## src/rtl/pipe_stage_buffer_pkg.sv

```systemverilog
// Shared encodings for the elastic inter-stage buffers (fetch, decode, execute, mem, wb).
// Each state's value is also its occupancy level, so level is just the state cast to two bits.
package pipe_defs;

  typedef enum logic [1:0] {
    EMPTY = 2'd0,
    BUSY  = 2'd1,
    FULL  = 2'd2
  } buf_state_e;

  function automatic logic [1:0] state_level(input buf_state_e s);
    return 2'(s);
  endfunction

endpackage

```

## src/rtl/pipe_stage_buffer_sat_counter.sv

```systemverilog
// Saturating event counter with a synchronous clear that beats a same-cycle increment.
// Shared by the stage-buffer performance monitors.
module sat_counter #(
  parameter int WIDTH = 16
) (
  input  logic             clk,
  input  logic             rst_n,
  input  logic             clr,
  input  logic             inc,
  output logic [WIDTH-1:0] count
);

  logic [WIDTH-1:0] count_q, count_d;

  always_comb begin
    count_d = count_q;
    if (clr) begin
      count_d = '0;
    end else if (inc && (count_q != '1)) begin
      count_d = count_q + 1'b1;
    end
  end

  always_ff @(posedge clk or negedge rst_n) begin
    if (!rst_n) begin
      count_q <= '0;
    end else begin
      count_q <= count_d;
    end
  end

  assign count = count_q;

endmodule

```

## src/rtl/pipe_stage_buffer.sv

```systemverilog
// Elastic pipeline register: a main register that drives out_data plus one skid entry,
// so back-pressure can stall upstream without dropping data. Flush squashes everything held.
module pipe_stage_buffer
  import pipe_defs::*;
#(
  parameter int               WIDTH     = 32,
  parameter logic [WIDTH-1:0] NOP_VALUE = '0,
  parameter int               CNT_W     = 16
) (
  input  logic             clk,
  input  logic             rst_n,
  input  logic             flush,
  input  logic             in_valid,
  output logic             in_ready,
  input  logic [WIDTH-1:0] in_data,
  output logic             out_valid,
  input  logic             out_ready,
  output logic [WIDTH-1:0] out_data,
  output logic [1:0]       level,
  output logic [CNT_W-1:0] stall_count,
  input  logic             stat_clr
);

  buf_state_e       state_q, state_d;
  logic [WIDTH-1:0] main_q, main_d;
  logic [WIDTH-1:0] skid_q, skid_d;
  logic             in_ready_q, in_ready_d;
  logic             in_fire, out_fire;

  assign in_fire  = in_valid & in_ready_q;
  assign out_fire = out_valid & out_ready;

  // in_data is only ever sampled under in_fire, so an X payload with in_valid low cannot leak in.
  always_comb begin
    state_d = state_q;
    main_d  = main_q;
    skid_d  = skid_q;
    if (flush) begin
      state_d = EMPTY;
      main_d  = NOP_VALUE;
      skid_d  = NOP_VALUE;
    end else begin
      unique case (state_q)
        EMPTY: begin
          if (in_fire) begin
            main_d  = in_data;
            state_d = BUSY;
          end
        end
        BUSY: begin
          if (in_fire && out_fire) begin
            main_d = in_data;
          end else if (in_fire) begin
            skid_d  = in_data;
            state_d = FULL;
          end else if (out_fire) begin
            main_d  = NOP_VALUE;
            state_d = EMPTY;
          end
        end
        FULL: begin
          if (out_fire) begin
            main_d  = skid_q;
            skid_d  = NOP_VALUE;
            state_d = BUSY;
          end
        end
        default: begin
          state_d = EMPTY;
          main_d  = NOP_VALUE;
          skid_d  = NOP_VALUE;
        end
      endcase
    end
    in_ready_d = (state_d != FULL);
  end

  always_ff @(posedge clk or negedge rst_n) begin
    if (!rst_n) begin
      state_q    <= EMPTY;
      main_q     <= NOP_VALUE;
      skid_q     <= NOP_VALUE;
      in_ready_q <= 1'b1;
    end else begin
      state_q    <= state_d;
      main_q     <= main_d;
      skid_q     <= skid_d;
      in_ready_q <= in_ready_d;
    end
  end

  assign out_valid = (state_q != EMPTY);
  assign in_ready  = in_ready_q;
  assign out_data  = main_q;
  assign level     = state_level(state_q);

  sat_counter #(
    .WIDTH(CNT_W)
  ) u_stall_cnt (
    .clk  (clk),
    .rst_n(rst_n),
    .clr  (stat_clr),
    .inc  (out_valid & ~out_ready),
    .count(stall_count)
  );

endmodule

```

## config.mk

```make
export PLATFORM = sky130hd
export DESIGN_NAME = pipe_stage_buffer
export DESIGN_NICKNAME = d
export VERILOG_FILES = /design/src/rtl/pipe_stage_buffer_pkg.sv /design/src/rtl/pipe_stage_buffer_sat_counter.sv /design/src/rtl/pipe_stage_buffer.sv
export SDC_FILE = /design/constraint.sdc
export NUM_CORES = 1
export LEC_CHECK = 0
export CAP_MARGIN = 20
export CORE_ASPECT_RATIO = 1.75
export CORE_MARGIN = 1.5
export CORE_UTILIZATION = 40
export DETAILED_ROUTE_END_ITERATION = 16
export GPL_ROUTABILITY_DRIVEN = 1
export PLACE_DENSITY = 0.66
export SKIP_CTS_REPAIR_TIMING = 1
export SYNTH_ARGS = -nofsm -noshare
export SYNTH_HDL_FRONTEND = slang
export SYNTH_SLANG_ARGS = --single-unit
```

## constraint.sdc

```tcl
create_clock -name clk -period 2.1 [get_ports clk]
set_clock_uncertainty 0.05 [all_clocks]
set_input_delay 0.42 -clock clk [delete_from_list [all_inputs] [get_ports clk]]
set_output_delay 0.42 -clock clk [all_outputs]
set_load 0.05 [all_outputs]
```

Word level (Yosys, flattened, before mapping):

Index checks and enable logic that the tools add are counted.

* reduce and logical (&&, ||, !) cells: 7
* equality and inequality tests: 11
* bitwise gates (word level): 4
* $add $sub $neg: 1
* multiplexer cells: 19

Operators with widths (number)
* $mux W32: 8
* $pmux W32 S3: 2
* $mux W16: 2
* $add A16 B1 Y16 const B: 1
* $ne A16 B16 Y1 const B: 1
* $mux W2: 6
* $ne A3 B3 Y1 const B: 4
* $ne A4 B4 Y1 const B: 2
* $reduce_and A4 Y1: 2
* $pmux W2 S3: 1
* $ne A2 B2 Y1 const B: 2
* $reduce_bool A2 Y1: 2
* $and A1 B1 Y1: 3
* $eq A2 B1 Y1 const B: 1
* $eq A2 B2 Y1 const B: 1
* $logic_and A1 B1 Y1: 2
* $logic_not A2 Y1: 1
* $not A1 Y1: 1

* logic and storage cells: 47
* output and inout bits: 52
* bits of input ports: 38
* flip-flop bits (word level): 83

Logic depth before layout (Yosys ltp):

* word-level depth: 8
* depth in mapped cells: 6
* depth with buffers taken out: 5

By module:

Synthesis repeated with hierarchy kept, for this count alone.

* cell total of the unflattened synthesis: 426
* area, all modules: 4337.9 um2

Modules (own cells, without submodules)
* pipe_stage_buffer: cells each 328, seq. area each 1677.9 um2, area each 3395.8 um2, times used 1
* sat_counter: cells each 98, seq. area each 400.4 um2, area each 942.2 um2, times used 1

Worst setup path before layout:

No wires, ideal clock.

* kind: register to register
* from: register u_stall_cnt.count_q[0] (netlist: u_stall_cnt.count[0])
* to: register u_stall_cnt.count_q[14] (netlist: u_stall_cnt.count[14])
* stages on the path, launching flop included: 6
* required time: 1972 ps
* setup time: 78 ps
* path buffers: 0
* clock period less this slack: 2279 ps
* data arrival time: 2151 ps
* slack: -179 ps
* cells stage by stage: dfrtp_1 ha_1 nand3_1 or4b_4 or4_1 a21oi_1

* word-level cells in the longest chain between the ends: 3
* elaborated cells between the ends (all ways): 6
* those cells by class: 1 x add/sub; 1 x eq/ne; 2 x mux; 2 x reduce/logical

RTL lines
* start: declaration: RTL line pipe_stage_buffer_sat_counter.sv:13 `logic [WIDTH-1:0] count_q, count_d;`
* start signal: assignment: RTL line pipe_stage_buffer_sat_counter.sv:28 `count_q <= count_d;`
* $add A16 B1 Y16 or $ne A16 B16 Y1 (tied branches): RTL line pipe_stage_buffer_sat_counter.sv:20, pipe_stage_buffer_sat_counter.sv:19
* $mux W16 or $logic_and A1 B1 Y1 (tied branches): RTL line pipe_stage_buffer_sat_counter.sv:19 `end else if (inc && (count_q != '1)) begin`
* $mux W16 or $reduce_bool A2 Y1 (tied branches)

Parallel ways exist; a longest one is shown, timed or not. The select of a mux whose other input is x is not followed.
A chain may end at the register's enable or synchronous reset.

Worst setup path after layout:

* from: register u_stall_cnt.count_q[5] (netlist: u_stall_cnt.count[5])
* to: output stall_count[5]

RTL lines
* end: declaration: RTL line pipe_stage_buffer.sv:20 `output logic [CNT_W-1:0] stall_count,`

No word-level cell between the ends.

==> results.md <==
| Parameter | Value | Unit |
| --- | --- | --- |
| WL per Instance | 17.5 | um |
| All-Layer GR Usage | 21.3 | % |
| Slowest stage cell, crit path | sky130_fd_sc_hd__clkdlybuf4s50_1 | - |
| Placer Congestion | 0.850 | - |
| Achievable frequency | 0.487 | GHz |
| Total inserted antenna cells | 0 | - |
| Final critical path time including I/O delays and setup | 2.06 | ns |
| Count of flip-flops with a built-in enable after synthesis | 0 | - |
| Cell area after layout | 0.00552 | mm2 |
| #FFs+latches synth | 83 | - |
| Worst slew margin | 58.9 | % |
| Standard cell core area | 0.00953 | mm2 |
| Number of cells traversed by the worst register-to-register path | 5 | - |
| RSZ-0062 raised after global routing | false | - |
| Maximum count of clock buffers along a single path | 2 | - |
| Setup crit end | stall_count[5] | - |
| Clock net sink count | 83 | - |
| WP data required | 1.63 | ns |
| Cells after Synth | 372 | - |
| Multi-input combinational cell area | 0.00167 | mm2 |
| Die boundary height | 134 | um |
| Cells traversed along the worst timing path | clkdlybuf4s50_1 | - |
| Register-to-Register Setup Slack | 0.14 | ns |
| Maximum number of pins on one net before global-route repair | 42 | - |
| Clock tree from TritonCTS | done | - |
| Worst setup startpoint | u_stall_cnt.count[5] | - |
| Number of warnings reported in the yosys synthesis log | 0 | - |
| Static leakage | 0.00240 | uW |
| Count of maximum capacitance violations | 0 | - |
| Drt initial violations | 171 | - |
| First drt pass iteration count | 4 | - |
| Critical Path Sink Type | output pin | - |
| Result of the run | finished clean | - |
| Starting density of the core | 41.3 | % |
| Sum of internal, switching and leakage power | 4210 | uW |
| Synthesized Nets | 411 | - |
| Final setup fails | 0 | - |
| Post-place instance area | 0.00518 | mm2 |
| Most common library cell in the layout ignoring fill and taps | sky130_fd_sc_hd__clkdlybuf4s50_1 | - |
| Area of all sequential standard cells | 0.00209 | mm2 |
| Ratio of final minimum period to clock period | 97.9 | % |
| Worst path buffer plus inverter count | 1 | - |
| Final sum of negative setup slack | 0 | ns |
| Remaining Overflow, GRT | 0 | - |
| Largest delay contributor family on the critical path | buffers and inverters | - |
| Number of distinct library cells after synthesis | 44 | - |
| Root Buffer | sky130_fd_sc_hd__clkbuf_16 | - |
| Total number of H-tree levels | 3 | - |
| Number of cell rows | 47 | - |
| CP startpoint kind | flip-flop | - |
| Beginning of the worst register-to-register path | u_stall_cnt.count[0] | - |
| Post-DP HPWL | 7.33 | mm |
| Antenna violation net count after detailed routing | 0 | - |
| Vias in the first global route | 3476 | - |
| Leading cell types in the layout, fill and taps excluded | sky130_fd_sc_hd__clkdlybuf4s50_1, sky130_fd_sc_hd__dfrtp_1, sky130_fd_sc_hd__nand2_1 | - |
| Sequential fraction of the synthesis area | 52.8 | % |
| Nets@finish | 512 | - |
| Final WL | 10.5 | mm |
| Pwr per Cell Area | 763 | mW/mm2 |
| Number of port buffers | 89 | - |
| Detailed-route DRC error count | 0 | - |
| Area overhead of the layout relative to synthesis | 40.2 | % |
| Detailed-route vias per instance | 5.40 | - |
| Fill cell count | 833 | - |
| Worst Hold Class | reg2reg | - |
| Die width | 78.0 | um |
| Clock latency at the later pin of the worst-skew pair | 0.34 | ns |
| TritonCTS Buffers | 9 | - |
| Count of boundary I/O pins | 90 | - |
| First-pass GRT wire length | 17.3 | mm |
| Synthesized area divided by synthesized cell count | 10.6 | um2 |
| Final Hold Viols | 0 | - |
| Post-synthesis instance area | 0.00394 | mm2 |
| Antenna violations before repair | 0 | - |
| Cell count of the worst hold path | 1 | - |
| Data arrival time of the worst path | 1.59 | ns |
| Worst Path Class, Setup | reg2out | - |
| Number of logic stages on the critical path including buffering | 1 | - |
| Maximum resistive drop on vdd | 0.420 | mV |
| Die Outline Area | 0.0105 | mm2 |
| Endpoint of the worst-slack reg-to-reg timing path | u_stall_cnt.count[14] | - |
| Hold Startpoint | out_data[11] | - |
| Fraction of registers with async set or reset after synthesis | 100 | % |
| Clock Pin Slew Worst Setup and Hold Paths | 0.06 | ns |
| Layout cell share with drive strength beyond 1 | 16.9 | % |
| Worst Tran Pin Value | 0.610 | ns |
| Pins Over Slew Limit | 0 | - |
| Largest stage delay on the critical path | 0.82 | ns |
| Via total after detailed routing | 3237 | - |
| Crit Path Max Fanout | 7 | - |
| Top flip-flop cell by instance count after synthesis | sky130_fd_sc_hd__dfrtp_1 | - |
layout make-up:
cell class                 instances  area share (%)
inverter                          35            2.38
sequential                        83            37.9
tap                              122            2.77
clock inverter                     6            1.63
timing repair buffer             114            20.9
clock buffer                      10            4.15
multi-input combinational        230            30.3
synthesized netlist by cell type, drive strengths merged, types with 2 or more instances:
library cell | n | share of area, %
dfrtp | 82 | 52
o41ai | 2 | 0.45
clkbuf | 20 | 1.9
o2bb2ai | 32 | 7.1
nand2 | 45 | 4.3
a22oi | 32 | 6.1
inv | 35 | 3.3
or3 | 4 | 0.67
o311ai | 2 | 0.45
o21bai | 2 | 0.38
o31ai | 4 | 0.76
buf | 4 | 0.67
nor2b | 5 | 0.79
nand3 | 5 | 0.64
nor3b | 2 | 0.38
mux2i | 34 | 8.6
nor2 | 9 | 0.86
or2b | 2 | 0.41
nand4 | 5 | 0.95
or2 | 2 | 0.32
nor3 | 2 | 0.25
o21ai | 4 | 0.51
or4 | 4 | 0.76
a21oi | 13 | 1.7
mux2 | 5 | 1.4
and4 | 2 | 0.45
worst min path at each step:
stage	end
5_1_grt	out_data[23]
6_report	out_data[11]
3_5_place_dp	skid_q[13]
2_1_floorplan	level[0]
3_3_place_gp	skid_q[13]
4_1_cts	skid_q[13]
layer usage:
metal | wire, um | vias up | GRT usage, %
li1 | - | 1543 | -
met1 | 4440 | 1617 | 24.4
met2 | 5610 | 66 | 38.5
met3 | 286 | 11 | 4.22
met4 | 189 | 0 | 8.13
met5 | 0 | - | 0
power breakdown:
group	switching, uW	internal [uW]
clock	633	1040
sequential	52.7	1680
combinational	476	318
kinds of logic after synthesis:
kind of cell / count (synthesis) / share of synthesized area (%)
AO/OA/AOI/OAI: 97 / 18.8
AND/OR/NAND/NOR: 92 / 11.8
flip-flops: 83 / 52.8
buffers and inverters: 59 / 5.91
multiplexers: 39 / 10.1
XOR/XNOR: 1 / 0.223
adder cells (fa/ha/maj): 1 / 0.318
registers in the layout, indices dropped and copies added, names as in the netlist:
signal,cells
in_ready,1
out_data,32
level,2
skid_q,32
u_stall_cnt.count,16
metrics by stage:
step                      util, %  hold slack [ns]  instances  setup WS [ns]
final                        57.9            0.439        600         0.0449
after global routing         57.9            0.451        600        0.00198
after detailed placement     54.4            0.289        583         -0.199
after floorplan                 -           0.0744        372        0.00197
after global placement       54.4            0.282        583         -0.195
after CTS                    57.8          -0.0783        599       -0.00229
Power figures use the tool's default switching activity.
